$ cat config.mk
export PLATFORM = sky130hd
export DESIGN_NAME = control_puertas
export DESIGN_NICKNAME = d
export VERILOG_FILES = /design/src/rtl/control_puertas.sv
export SDC_FILE = /design/constraint.sdc
export NUM_CORES = 1
export LEC_CHECK = 0
export ABC_AREA = 0
export CORE_MARGIN = 5
export CORE_UTILIZATION = 25
export CTS_CLUSTER_DIAMETER = 120
export DETAILED_ROUTE_END_ITERATION = 12
export GPL_TIMING_DRIVEN = 0
export PLACE_DENSITY = 0.51
export SLEW_MARGIN = 5
export SYNTH_ARGS = -nofsm -noshare
export SYNTH_HDL_FRONTEND = slang
export SYNTH_SLANG_ARGS = --single-unit
$ cat constraint.sdc
create_clock -name clk -period 3.5 [get_ports clk]
set_input_delay 0.35 -clock clk [delete_from_list [all_inputs] [get_ports clk]]
set_output_delay 0.35 -clock clk [all_outputs]
set_load 0.03 [all_outputs]
$ cat src/rtl/control_puertas.sv
// Elevator car door controller: detects floor arrival, runs the
// open/hold/close cycle and holds ALGORITMO via esperar until closed.
module control_puertas #(
  parameter int T_ABIERTA = 1000,
  parameter int T_MOV     = 200,
  parameter int ANCHO_CNT = 10
) (
  input  logic       clk,
  input  logic       reset,
  input  logic [1:0] motor,
  input  logic       boton_abrir,
  input  logic       boton_cerrar,
  input  logic       obstruccion,
  input  logic       fin_abierta,
  input  logic       fin_cerrada,
  output logic       esperar,
  output logic [1:0] puerta,
  output logic       falla
);

  typedef enum logic [2:0] {
    CERRADA,
    ABRIENDO,
    ABIERTA,
    CERRANDO,
    FALLA
  } estado_t;

  localparam logic [ANCHO_CNT-1:0] CNT_ABI = ANCHO_CNT'(T_ABIERTA - 1);
  localparam logic [ANCHO_CNT-1:0] CNT_MOV = ANCHO_CNT'(T_MOV - 1);

  estado_t              state_q, state_d;
  logic [ANCHO_CNT-1:0] cnt_q, cnt_d;
  logic [1:0]           motor_prev_q, motor_prev_d;

  logic parado;
  logic llegada;
  logic cnt_cero;

  assign parado   = (motor == 2'b00);
  assign llegada  = (motor_prev_q != 2'b00) && parado;
  assign cnt_cero = (cnt_q == '0);

  always_comb begin
    state_d      = state_q;
    cnt_d        = cnt_cero ? cnt_q : cnt_q - 1'b1;
    motor_prev_d = motor;
    unique case (state_q)
      CERRADA: begin
        if (parado && (llegada || boton_abrir)) begin
          state_d = ABRIENDO;
          cnt_d   = CNT_MOV;
        end
      end
      ABRIENDO: begin
        if (fin_abierta) begin
          state_d = ABIERTA;
          cnt_d   = CNT_ABI;
        end else if (cnt_cero) begin
          state_d = FALLA;
        end
      end
      ABIERTA: begin
        if (boton_abrir || obstruccion) begin
          cnt_d = CNT_ABI;
        end else if (boton_cerrar || cnt_cero) begin
          state_d = CERRANDO;
          cnt_d   = CNT_MOV;
        end
      end
      CERRANDO: begin
        // Reopening wins over the closed switch so a trapped
        // passenger is never squeezed at the last moment.
        if (obstruccion || boton_abrir) begin
          state_d = ABRIENDO;
          cnt_d   = CNT_MOV;
        end else if (fin_cerrada) begin
          state_d = CERRADA;
        end else if (cnt_cero) begin
          state_d = FALLA;
        end
      end
      FALLA: ;
      default: state_d = FALLA;
    endcase
    if (state_q != FALLA) begin
      if ((fin_abierta && fin_cerrada) ||
          (state_q != CERRADA && !parado)) begin
        state_d = FALLA;
      end
    end
  end

  always_ff @(posedge clk) begin
    if (reset) begin
      state_q      <= CERRANDO;
      cnt_q        <= CNT_MOV;
      motor_prev_q <= 2'b00;
    end else begin
      state_q      <= state_d;
      cnt_q        <= cnt_d;
      motor_prev_q <= motor_prev_d;
    end
  end

  always_comb begin
    esperar = (state_q != CERRADA);
    falla   = (state_q == FALLA);
    puerta  = 2'b00;
    unique case (state_q)
      ABRIENDO: puerta = 2'b01;
      CERRANDO: puerta = 2'b10;
      default:  puerta = 2'b00;
    endcase
  end

endmodule
Word-level counts from Yosys, hierarchy flattened
Index checks and enable logic that the tools add are counted.
Cells by class
  multiplexer cells: 18
  equal/unequal tests: 5
  add/sub/neg operators: 1
  reduce and logical (&&, ||, !) cells: 14
Operator list (number)
  two-way mux 10 bit: 6
  one-hot mux 10 bit (4 select lines): 1
  two-way mux 3 bit: 9
  one-hot mux 3 bit (5 select lines): 1
  logical NOT 10 bit: 1
  subtractor 10 x 1 -> 10 bit, second input constant: 1
  == test 3 x 2 -> 1 bit, second input constant: 2
  logical AND 1 bit: 4
  logical OR 1 bit: 4
  one-hot mux 2 bit (2 select lines): 1
  == test 3 x 1 -> 1 bit, second input constant: 1
  == test 3 bit, second input constant: 1
  logical NOT 3 bit: 1
  != test 3 bit, second input constant: 1
  nonzero test 3 bit: 1
  logical NOT 2 bit: 1
  nonzero test 2 bit: 1
  logical NOT 1 bit: 1
Word-level totals
  logic and storage cells: 41
  output and inout port bits: 4
  register bits after elaboration: 15
  input port bits: 9

Longest topological paths before layout
  word-level depth: 8
  depth in mapped cells: 6
  gate-level depth less buffers: 6

Least setup slack after synthesis
Ideal clock, no wire load.
  path kind: flip-flop to flip-flop
  start point: register state_q[0]
  end point: register state_q[2]
  period minus slack after synthesis: 1927 ps
  arrival: 1869 ps
  buffers on the path: 1
  required time: 3442 ps
  library setup time: 58 ps
  stages on the path, launching flop included: 6
  setup slack: 1573 ps
  cell sequence: dfxtp_1 > buf_1 > nor3b_1 > nor2b_1 > o21ba_1 > o21a_1
Between the ends
  longest elaborated chain between the ends: 5
  elaborated cells on any way between the ends: 12
  those cells by class: eq/ne: 5; mux: 3; reduce/logical: 4
RTL lines
  from (decl): RTL line 32  | estado_t state_q, state_d;
  from (signal assigned): RTL line 100  | state_q <= state_d;
  branches (longest 4 deep; another with one-hot mux 3 bit (5 select lines))
  two-way mux 3 bit *: RTL line 86  | if (state_q != FALLA) begin
Every way passes the cells marked *.
A chain may end at the register's enable or synchronous reset.

Final worst setup path
  start point: register state_q[0]
  end point: output port puerta[0]
Between the ends
  longest elaborated chain between the ends: 2
  elaborated cells on any way between the ends: 3
  those cells by class: eq/ne: 2; mux: 1
RTL lines
  == test 3 x 2 -> 1 bit or == test 3 x 1 -> 1 bit (tied branches): RTL line 110  | unique case (state_q)
  one-hot mux 2 bit (2 select lines) *: RTL line 110
  to (decl): RTL line 17  | output logic [1:0] puerta,
Mark *: on every way between the ends. The rest lies on a longest branch, timed or not.

==> metrics.txt <==
# TYPE chip_impl_metric gauge
chip_impl_metric{name="synth_sequential_area_ratio",unit="%"} 29.6
chip_impl_metric{name="port_buffers",unit=""} 11
chip_impl_metric{name="share_clk_of_total_power",unit="%"} 33.8
chip_impl_info{name="cts_tree",value="built"} 1
chip_impl_metric{name="synth-adder-area-share",unit="%"} 2.47
chip_impl_metric{name="top_area_cell_type_share_of_the_netlist_area",unit="%"} 29.6
chip_impl_metric{name="report.final.hold_viol_count",unit=""} 0
chip_impl_info{name="layout_common_cells",value="dfxtp_1, clkdlybuf4s50_1, nor2_1, nor3_1"} 1
chip_impl_metric{name="fmax",unit="GHz"} 0.423
chip_impl_metric{name="initial_core_util",unit="%"} 25.5
chip_impl_info{name="endpoint_kind",value="primary output"} 1
chip_impl_metric{name="place.gp.congestion",unit=""} 0.856
chip_impl_metric{name="core_region_area",unit="µm²"} 3970
chip_impl_metric{name="synth_warnings",unit=""} 0
chip_impl_metric{name="cellLeakagePower",unit="nW"} 0.432
chip_impl_metric{name="h-tree-depth",unit=""} 1
chip_impl_metric{name="worst_clock_skew",unit="ns"} 0.00380
chip_impl_info{name="mostFrequentLayoutCell",value="dfxtp_1"} 1
chip_impl_metric{name="cts_post_setup_buffers_inserted",unit=""} 0
chip_impl_info{name="combinational_family_with_the_most_area_after_synthesis",value="compound AO/OA/AOI/OAI gates"} 1
chip_impl_info{name="outcome",value="completed"} 1
chip_impl_info{name="setup_repair_after_global_routing_missed_its_margin",value="false"} 1
chip_impl_metric{name="critical_path.max_stage_delay",unit="ns"} 0.71
chip_impl_metric{name="synth.lib_cells_used.distinct",unit=""} 51
chip_impl_info{name="min_path_type",value="flip-flop to flip-flop"} 1
chip_impl_metric{name="number_of_buffers_inserted_during_clock_tree_synthesis",unit=""} 3
chip_impl_metric{name="pwr-share-comb",unit="%"} 21.5
chip_impl_metric{name="postRouteAntennaNets",unit=""} 0
chip_impl_metric{name="syn_avg_cell_area",unit="µm²"} 9.05
chip_impl_metric{name="post_cts.resized_instances",unit=""} 0
chip_impl_metric{name="arrival",unit="ns"} 2.02
chip_impl_metric{name="detailroute.via_count",unit=""} 905
chip_impl_metric{name="instances_no_fill",unit=""} 177
chip_impl_metric{name="timing.final.crit_period",unit="ns"} 2.37
chip_impl_metric{name="hold_buffers",unit=""} 0
chip_impl_metric{name="drv_cap",unit=""} 0
chip_impl_metric{name="floorplan.die.height",unit="µm"} 73.7
chip_impl_metric{name="finalSetupTns",unit="ns"} 0
chip_impl_metric{name="tightestPinTransition",unit="ns"} 0.558
chip_impl_metric{name="total_die_area",unit="µm²"} 5430
chip_impl_metric{name="die-width",unit="µm"} 73.7
chip_impl_metric{name="cellInternalPower",unit="mW"} 0.299
chip_impl_info{name="timing.critical_path.slowest_stage_cell",value="clkdlybuf4s50_1"} 1
chip_impl_metric{name="fraction_of_registers_with_async_set_or_reset_after_synthesis",unit="%"} 0
chip_impl_metric{name="power-per-cell-area",unit="nW/µm²"} 346
chip_impl_metric{name="synth_simple_gate_area_share",unit="%"} 28.6
chip_impl_metric{name="synth_seq_cells",unit=""} 15
chip_impl_metric{name="initialDrtViolationCount",unit=""} 65
chip_impl_info{name="worstPathCellList",value="buf_1 > nor3b_1 > clkdlybuf4s50_1"} 1
chip_impl_metric{name="first_global_vias",unit=""} 911
chip_impl_metric{name="slew-limit-headroom",unit="%"} 62.5
chip_impl_metric{name="synth_compound_area_share",unit="%"} 30.2
chip_impl_metric{name="layout-drive-gt1-share",unit="%"} 11.8
chip_impl_metric{name="avgViaCountPerCell",unit=""} 5.11
chip_impl_metric{name="routed_wire_length_per_instance",unit="µm"} 14.0
chip_impl_info{name="worstSetupStartpointType",value="flip-flop"} 1
chip_impl_metric{name="worstSkewPairLatency",unit="ns"} 0.25
chip_impl_metric{name="placement_rows",unit=""} 23
chip_impl_metric{name="io-pin-count",unit=""} 13
chip_impl_info{name="most_common_flop_cell_mapped_by_yosys",value="dfxtp_1"} 1
chip_impl_metric{name="peak_supply_drop",unit="mV"} 0.188
chip_impl_info{name="yosysTopAreaCell",value="dfxtp_1"} 1
chip_impl_metric{name="clock_tree.buffer_depth",unit=""} 2
chip_impl_metric{name="detailed_place_hpwl",unit="µm"} 1900
chip_impl_metric{name="timing.final.crit_share",unit="%"} 67.6
chip_impl_metric{name="synth_nets",unit=""} 123
chip_impl_metric{name="gr-total-overflow",unit=""} 0
chip_impl_metric{name="switchingPower",unit="mW"} 0.127
chip_impl_metric{name="diodes",unit=""} 0
chip_impl_metric{name="finalSetupViolations",unit=""} 0
chip_impl_metric{name="dp_cells",unit=""} 173
chip_impl_metric{name="grt_antenna_before_repair",unit=""} 0
chip_impl_metric{name="synth_enable_flop_cells",unit=""} 0
chip_impl_info{name="critPathTopFamily",value="buffers and inverters"} 1
chip_impl_metric{name="drc_errors",unit=""} 0
chip_impl_info{name="synth.area.top_cells",value="dfxtp_1, xnor2_1, nor3_1"} 1
chip_impl_metric{name="numClockSinks",unit=""} 15
chip_impl_info{name="cts.root.buffer_cell",value="clkbuf_8"} 1
chip_impl_metric{name="syn2layout_area_growth",unit="%"} 21.6
chip_impl_metric{name="postRouteWirelength",unit="µm"} 2480
chip_impl_info{name="worstSetupPathType",value="flip-flop to primary output"} 1
chip_impl_metric{name="design.final.nets",unit=""} 139
chip_impl_metric{name="synth_xor_area_share",unit="%"} 4.32
chip_impl_metric{name="power.switching_fraction",unit="%"} 29.8
chip_impl_metric{name="critical_path.n_buffers_inverters",unit=""} 2
chip_impl_metric{name="fillCellCount",unit=""} 428
chip_impl_metric{name="report.final.slew_viol_count",unit=""} 0
chip_impl_metric{name="grt_util_overall",unit="%"} 10.0
chip_impl_metric{name="maximum_number_of_pins_on_one_net_before_global_route_repair",unit=""} 11
chip_impl_metric{name="first_pass_iters",unit=""} 4
chip_impl_metric{name="synthesis.instances",unit=""} 112
chip_impl_metric{name="worstPathRequired",unit="ns"} 3.15
chip_impl_metric{name="sequential_power_share",unit="%"} 44.7
chip_impl_metric{name="clock_slew_seen_by_the_registers_of_the_worst_setup_and_hold_paths",unit="ns"} 0.07
chip_impl_metric{name="grt_pass1_wl",unit="µm"} 4350
chip_impl_metric{name="post_synth_instance_area",unit="µm²"} 1010
chip_impl_metric{name="critical_path.max_fanout",unit=""} 10
chip_impl_metric{name="multiplexer_fraction_of_the_synthesized_cell_area",unit="%"} 0.988
[state kept, by name (all words and copies together) (netlist names)]
name and cells:
state_q 3, cnt_q 10, motor_prev_q 2
[cells by family after synthesis]
group                      Yosys count
AOI/OAI and AO/OA                   36
xor gates and xnor gates             5
adders and majority gates            2
buffers and inverters               10
DFF                                 15
muxes                                1
and+or+nand+nor                     43
[tightest hold or removal path, stage by stage, from the launching register on]
cell	delay, ns
dfxtp_1	0.33
o31ai_1	0.07
a211oi_1	0.07
[layer usage]
layer  GRT usage, %  share of wire, %  up-vias
met4           2.41              0.85        0
li1               -                 -      457
met1           14.4                48      431
met2           14.6                47       13
met3           3.01               3.9        4
met5              0                 0        -
[stage by stage]
stage | setup WS [ns] | power [mW] | hold WS [ns] | util [%] | instance area [µm²]
global placement | 1.13 | 0.286 | 0.517 | 29.9 | 1190
CTS | 1.10 | 0.433 | 0.526 | 31.0 | 1230
detailed placement | 1.05 | 0.286 | 0.508 | 29.9 | 1190
global route | 0.975 | 0.450 | 0.572 | 31.0 | 1230
finish | 1.13 | 0.427 | 0.523 | 31.0 | 1230
floorplan | 1.57 | 0.254 | 0.478 | - | 1010
[power by group through the flow]
| stage | registers (mW) | clock network [mW] | logic (mW) |
|---|---|---|---|
| 6_report | 0.191 | 0.144 | 0.0916 |
| 5_1_grt | 0.192 | 0.156 | 0.102 |
| 4_1_cts | 0.190 | 0.150 | 0.0924 |
| 3_5_place_dp | 0.194 | 0 | 0.0919 |
| 3_3_place_gp | 0.194 | 0 | 0.0919 |
| 2_1_floorplan | 0.192 | 0 | 0.0621 |
[worst paths after layout]
| check | from | to | slack, ns | depth (start not counted) |
|---|---|---|---|---|
| setup / recovery | state_q[0] | puerta[0] | 1.13 | 3 |
| hold / removal | cnt_q[3] | cnt_q[3] | 0.52 | 2 |
| setup reg to reg | cnt_q[0] | cnt_q[7] | 1.48 | 6 |
| hold reg to reg | cnt_q[3] | cnt_q[3] | 0.52 | 2 |
[cell usage after synthesis (all sizes together), types with 2 or more instances]
cell type / number
a2111oi: 2
a211oi: 4
a21oi: 6
a221oi: 2
a31oi: 2
buf: 2
clkbuf: 2
dfxtp: 15
ha: 2
inv: 6
nand2: 2
nand2b: 3
nand3: 4
nor2: 7
nor2b: 4
nor3: 7
nor3b: 2
o21a: 2
o21ai: 4
o22ai: 2
or3: 4
or3b: 2
or4: 2
xnor2: 5
[area by class of cell]
class / instances / area [µm²] / share of cell area (%)
Clock buffer: 3 / 41.3 / 3.35
Sequential cell: 15 / 300 / 24.4
Clock inverter: 1 / 5.00 / 0.406
Tap cell: 50 / 62.6 / 5.08
Timing Repair Buffer: 11 / 110 / 8.93
Multi-Input combinational cell: 87 / 676 / 54.8
Buffer: 4 / 15.0 / 1.22
Inverter: 6 / 22.5 / 1.83
Note: power is estimated with default switching activity, not from simulation.
